$ cat config.mk
export PLATFORM = sky130hd
export DESIGN_NAME = rvvi_stream_packer
export DESIGN_NICKNAME = d
export VERILOG_FILES = /design/src/rtl/rvvi_stream_packer.sv
export SDC_FILE = /design/constraint.sdc
export NUM_CORES = 2
export LEC_CHECK = 0
export BUFFER_PORTS_ARGS = -buffer_cell sky130_fd_sc_hd__buf_2
export CORE_MARGIN = 3
export CORE_UTILIZATION = 49
export DETAILED_ROUTE_END_ITERATION = 16
export PLACE_DENSITY_LB_ADDON = 0.12
export SYNTH_ARGS = -nofsm -noshare
export SYNTH_HDL_FRONTEND = slang
export SYNTH_SLANG_ARGS = --single-unit
$ cat constraint.sdc
create_clock -name clk -period 24.1 [get_ports clk]
set_input_delay 2.41 -clock clk [delete_from_list [all_inputs] [get_ports clk]]
set_output_delay 2.41 -clock clk [all_outputs]
set_load 0.005 [all_outputs]
$ cat src/rtl/rvvi_stream_packer.sv
// Frame FIFO plus serializer that packs RVVI trace frames into OUT_WIDTH beats, LSB first.
// Optional header beat per packet when RVVI_PACKER_SEQ_HDR_EN is defined.
module rvvi_stream_packer #(
    parameter int XLEN              = 64,
    parameter int MAX_CSRS          = 5,
    parameter int OUT_WIDTH         = 64,
    parameter int DEPTH             = 4,
    parameter int FRAME_COUNT_WIDTH = 16,
    localparam int BASE = 72 + 5 * XLEN,
    localparam int SLOT = XLEN + 16,
    localparam int FW   = BASE + MAX_CSRS * SLOT,
    localparam int CW   = $clog2(MAX_CSRS + 1)
) (
    input  logic                         clk,
    input  logic                         reset,
    input  logic                         InValid,
    input  logic [FW-1:0]                InFrame,
    input  logic [CW-1:0]                InCSRCount,
    output logic                         InReady,
    output logic                         OutValid,
    input  logic                         OutReady,
    output logic [OUT_WIDTH-1:0]         OutData,
    output logic                         OutLast,
    output logic [FRAME_COUNT_WIDTH-1:0] FrameCount,
    output logic [FRAME_COUNT_WIDTH-1:0] DropCount,
    output logic                         Overflow
);
    localparam int NB_MAX = (FW + OUT_WIDTH - 1) / OUT_WIDTH;
    localparam int PW     = NB_MAX * OUT_WIDTH;
    localparam int AW     = $clog2(DEPTH);
    localparam int BW     = $clog2(NB_MAX + 1);

`ifdef RVVI_PACKER_SEQ_HDR_EN
    typedef enum logic [1:0] {IDLE, SEND, HDR} state_t;
    localparam state_t FIRST = HDR;
`else
    typedef enum logic [1:0] {IDLE, SEND} state_t;
    localparam state_t FIRST = SEND;
`endif

    function automatic logic [CW-1:0] clamp_n(input logic [CW-1:0] n);
        return (n > CW'(MAX_CSRS)) ? CW'(MAX_CSRS) : n;
    endfunction

    function automatic logic [BW-1:0] beats_for(input logic [CW-1:0] n);
        int len;
        len = BASE + int'(n) * SLOT;
        return BW'((len + OUT_WIDTH - 1) / OUT_WIDTH);
    endfunction

    logic [FW-1:0] frame_mem [DEPTH];
    logic [CW-1:0] n_mem     [DEPTH];
    logic [BW-1:0] b_mem     [DEPTH];
`ifdef RVVI_PACKER_SEQ_HDR_EN
    logic [15:0]   tag_mem   [DEPTH];
`endif

    logic [AW:0]   wr, rd, occupancy;
    logic          full, empty, push, pop, more;
    state_t        state, state_next, cur;
    logic [BW-1:0] beat, beat_next;

    logic [FW-1:0] head_frame;
    logic [CW-1:0] head_n;
    logic [BW-1:0] head_b;
    logic [31:0]   head_len;
    logic [PW-1:0] mask, payload, shifted;

    // Full/empty come from registered pointers only, so a pop never frees a slot for the same cycle.
    assign occupancy = wr - rd;
    assign empty     = (wr == rd);
    assign full      = (wr[AW] != rd[AW]) && (wr[AW-1:0] == rd[AW-1:0]);
    assign more      = (occupancy != (AW+1)'(1));
    assign InReady   = ~full;
    assign push      = InValid & ~full & ~reset;

    always_ff @(posedge clk) begin
        if (push) begin
            frame_mem[wr[AW-1:0]] <= InFrame;
            n_mem[wr[AW-1:0]]     <= clamp_n(InCSRCount);
            b_mem[wr[AW-1:0]]     <= beats_for(clamp_n(InCSRCount));
`ifdef RVVI_PACKER_SEQ_HDR_EN
            tag_mem[wr[AW-1:0]]   <= 16'(FrameCount);
`endif
        end
    end

    assign head_frame = frame_mem[rd[AW-1:0]];
    assign head_n     = n_mem[rd[AW-1:0]];
    assign head_b     = b_mem[rd[AW-1:0]];
    assign head_len   = 32'(BASE) + 32'(head_n) * 32'(SLOT);
    assign mask       = ~({PW{1'b1}} << head_len);
    assign payload    = PW'(head_frame) & mask;
    assign shifted    = payload >> (int'(beat) * OUT_WIDTH);

    // IDLE with a queued frame behaves as the first active state, giving one-cycle latency.
    always_comb begin
        cur = state;
        if (state == IDLE && !empty) cur = FIRST;
        state_next = cur;
        beat_next  = beat;
        pop        = 1'b0;
        OutValid   = 1'b0;
        OutLast    = 1'b0;
        OutData    = '0;
        case (cur)
`ifdef RVVI_PACKER_SEQ_HDR_EN
            HDR: begin
                OutValid = 1'b1;
                OutData  = OUT_WIDTH'({8'(head_b), 8'(head_n), tag_mem[rd[AW-1:0]]});
                if (OutReady) state_next = SEND;
            end
`endif
            SEND: begin
                OutValid = 1'b1;
                OutData  = shifted[OUT_WIDTH-1:0];
                OutLast  = (beat == head_b - 1'b1);
                if (OutReady) begin
                    if (OutLast) begin
                        pop        = 1'b1;
                        beat_next  = '0;
                        state_next = more ? FIRST : IDLE;
                    end else begin
                        beat_next  = beat + 1'b1;
                    end
                end
            end
            default: ;
        endcase
    end

    always_ff @(posedge clk) begin
        if (reset) begin
            wr         <= '0;
            rd         <= '0;
            state      <= IDLE;
            beat       <= '0;
            FrameCount <= '0;
            DropCount  <= '0;
            Overflow   <= 1'b0;
        end else begin
            state <= state_next;
            beat  <= beat_next;
            if (push) begin
                wr         <= wr + 1'b1;
                FrameCount <= FrameCount + 1'b1;
            end
            if (pop) rd <= rd + 1'b1;
            if (InValid && full) begin
                Overflow <= 1'b1;
                if (~&DropCount) DropCount <= DropCount + 1'b1;
            end
        end
    end
endmodule

==> results.yml <==
outcome:
  status: "complete, no violations"
floorplanning:
  die_area_um2: 263000
  coreArea_um2: 255000
  fp.dieW_um: 513
  top_level_ports: 899
  dieHeight_um: 513
  start_util: 0.494
  num_rows: 185
detailed_routing:
  viasPerCell: 6.17
  vias: 66392
  wl_per_cell_um: 33.6
  drt_first_pass_iters: 5
  drtAntennaViolNets: 0
  first_iter_violations: 7876
  detail_route.wirelength_um: 362000
  drc: 0
sta:
  finalSetupViolCount: 0
  clock_skew_ps: 51.0
  setup_slack_ps: 12420
  fmax_mhz: 85.6
  setup_tns_ps: 0
  fin_crit_sh: 0.485
  worst_slew_pin_slew_ps: 1370
  slew-limit-headroom: 0.0843
  slew_viol_final: 0
  rsz0062_at_grt: "no"
  hold_ws_ps: 497
  hold_viol: 0
  fin_crit_ps: 11680
final_layout:
  fin_cells: 10768
  areaGrowthSynthToFinish_pct: 15.9
  drive_gt1_frac: 0.331
  fillers: 19105
  final_common_cell: "edfxtp_1"
  fin_nets: 7817
  register_area_um2: 96900
  layout_common_cells: "edfxtp_1, buf_2, mux4_2"
  multi_input_area_um2: 27000
yosys:
  syn_area_um2: 126000
  synth_seq_area_share: 0.771
  postSynth.asyncResetShare: 0
  ys_types: 84
  synthFlopType: "edfxtp_1"
  syn_inst: 5960
  ys_warn_count: 0
  syn_area_per_cell_um2: 21.1
  synth_edf_count: 3196
  yosys_register_bits: 3243
  synth_fp_nets: 6778
worst_setup_path:
  reg2reg_from: "wr[0]"
  crit_required_ps: 21690
  crit_end: "OutData[10]"
  startpoint_type: "flip-flop"
  rrSetupSlack_ps: 17470
  arrival_ps: 9270
  reg2reg_depth: 9
  critical_path_class: "reg -> out"
  r2r-end: "frame_mem[0][153]"
  worstPathMaxFanout: 28
  cp-end-kind: "output port"
global_routing:
  grt_pass1_vias: 66570
  grt_pass1_wl_um: 507000
  grt_usage: 0.273
  antenna_found_initial: 350
  overflow: 0
  grt_max_degree: 130
placed_design:
  dp_cells: 10012
  dp_slack_ps: 13360
  globalplace.congestion: 0.870
  place_hpwl_um: 241000
  port-buffer-count: 898
clock_network:
  cts_tree: "built"
  path_clk_slew_ps: 60
  cts_setup_buffers: 0
  postCtsResizedCells: 0
  cts_buffer_depth: 4
  cts_root_buf: "clkbuf_16"
  hold_buffers: 0
  cts_htree_levels: 5
  clock_sinks: 3243
  clk_latency_ps: 920
  numCtsBuffers: 351
power:
  leakage_nw: 46.4
  p_total_mw: 12.4
  powerDensity_nw_per_um2: 85.1
  peakVddDrop_mv: 0.0705
flow_run:
  maxCapViolations: 0
worst_hold_path:
  hp-class: "reg -> reg"
## worst max-delay path, cell delays in order, from the launching register on
cell	delay, ps
dfxtp_4	710
buf_4	610
mux4_2	740
ha_1	570
a21o_1	300
mux4_2	490
a21oi_2	890
inv_1	110
ha_1	560
a41oi_4	120
buf_4	320
a211oi_4	780
a21oi_1	220
a211oi_1	730
a211oi_1	360
a211oi_1	600
buf_2	220
## power breakdown
group	leakage, nW	internal [mW]	switching, mW
logic	11.6	0.267	0.549
clock network	5.35	3.06	2.13
registers	29.4	6.36	0.0348
total	46.4	9.69	2.71
## sequential cells by signal, indices dropped and copies added (netlist names), named ones only
name        flops
DropCount      16
FrameCount     16
Overflow        1
b_mem          16
beat            4
frame_mem    3168
n_mem          12
rd              3
state           2
wr              3
## per-stage QoR
stage | cell area [um^2] | util
2_1_floorplan | 126000 | -
3_3_place_gp | 134000 | 0.528
3_5_place_dp | 134000 | 0.528
4_1_cts | 145000 | 0.571
5_1_grt | 145000 | 0.571
6_report | 146000 | 0.572
## layout make-up
cell class,instances,share of cell area
well taps,3366,0.0289
multi-input cells,2231,0.186
clock buffers,433,0.0636
clock inverters,183,0.0122
diodes,140,0.00240
flip-flops and latches,3243,0.665
repair buffers,1029,0.0385
inverters,143,0.00373
## metal layers
layer / global-route usage / wire (um) / up-vias
li1: - / - / 27470
met1: 0.362 / 138000 / 34854
met2: 0.435 / 175000 / 3006
met3: 0.0846 / 35400 / 872
met4: 0.0851 / 12300 / 190
met5: 0 / 1150 / -
## worst min-delay path by stage
stage | startpoint | to | slack [ps] | cells after the start
after global placement | Overflow | Overflow | 470 | 2
after CTS | Overflow | Overflow | 500 | 2
after detailed placement | Overflow | Overflow | 480 | 2
after floorplan | state[1] | state[1] | 440 | 2
after global routing | state[0] | state[0] | 540 | 2
final | Overflow | Overflow | 500 | 2
## cells in the mapped netlist, drive strengths merged (5+ instances only)
cell | number | share of area
a211oi | 71 | 0.0045
buf | 151 | 0.0061
a32oi | 38 | 0.0026
or3 | 24 | 0.0012
a221o | 6 | 0.00048
dfxtp | 47 | 0.0075
o21ai | 123 | 0.0049
nand3 | 97 | 0.0039
or4 | 6 | 0.00036
a2111oi | 10 | 0.00080
a31oi | 16 | 0.00085
nor2 | 173 | 0.0052
o211ai | 52 | 0.0032
nand4 | 25 | 0.0012
or2 | 21 | 0.0010
clkbuf | 192 | 0.0057
xnor2 | 16 | 0.0011
a21o | 5 | 0.00030
xor2 | 23 | 0.0016
and2 | 8 | 0.00040
mux4 | 801 | 0.14
a311oi | 11 | 0.0010
a31o | 9 | 0.00063
nor2b | 6 | 0.00030
o31ai | 20 | 0.0013
and3 | 5 | 0.00025
nand2b | 5 | 0.00025
nor3 | 40 | 0.0017
mux2i | 5 | 0.00043
o221ai | 9 | 0.00063
nand2 | 127 | 0.0038
a21oi | 240 | 0.0096
a22o | 16 | 0.0011
inv | 142 | 0.0042
and4 | 5 | 0.00037
edfxtp | 3196 | 0.76
a41o | 8 | 0.00064
ha | 18 | 0.0018
nor4 | 19 | 0.00095
a221oi | 73 | 0.0051
o22ai | 60 | 0.0030
## cell families after synthesis
kind of cell             after synthesis  synth area share
adder cells (fa/ha/maj)               19           0.00195
AO/OA/AOI/OAI                        794            0.0428
AND/OR/NAND/NOR                      570            0.0215
flip-flops                          3243             0.771
multiplexers                         809             0.144
XOR/XNOR                              39           0.00272
buffers and inverters                486            0.0161
No activity file was read; power rests on OpenSTA's default activity.
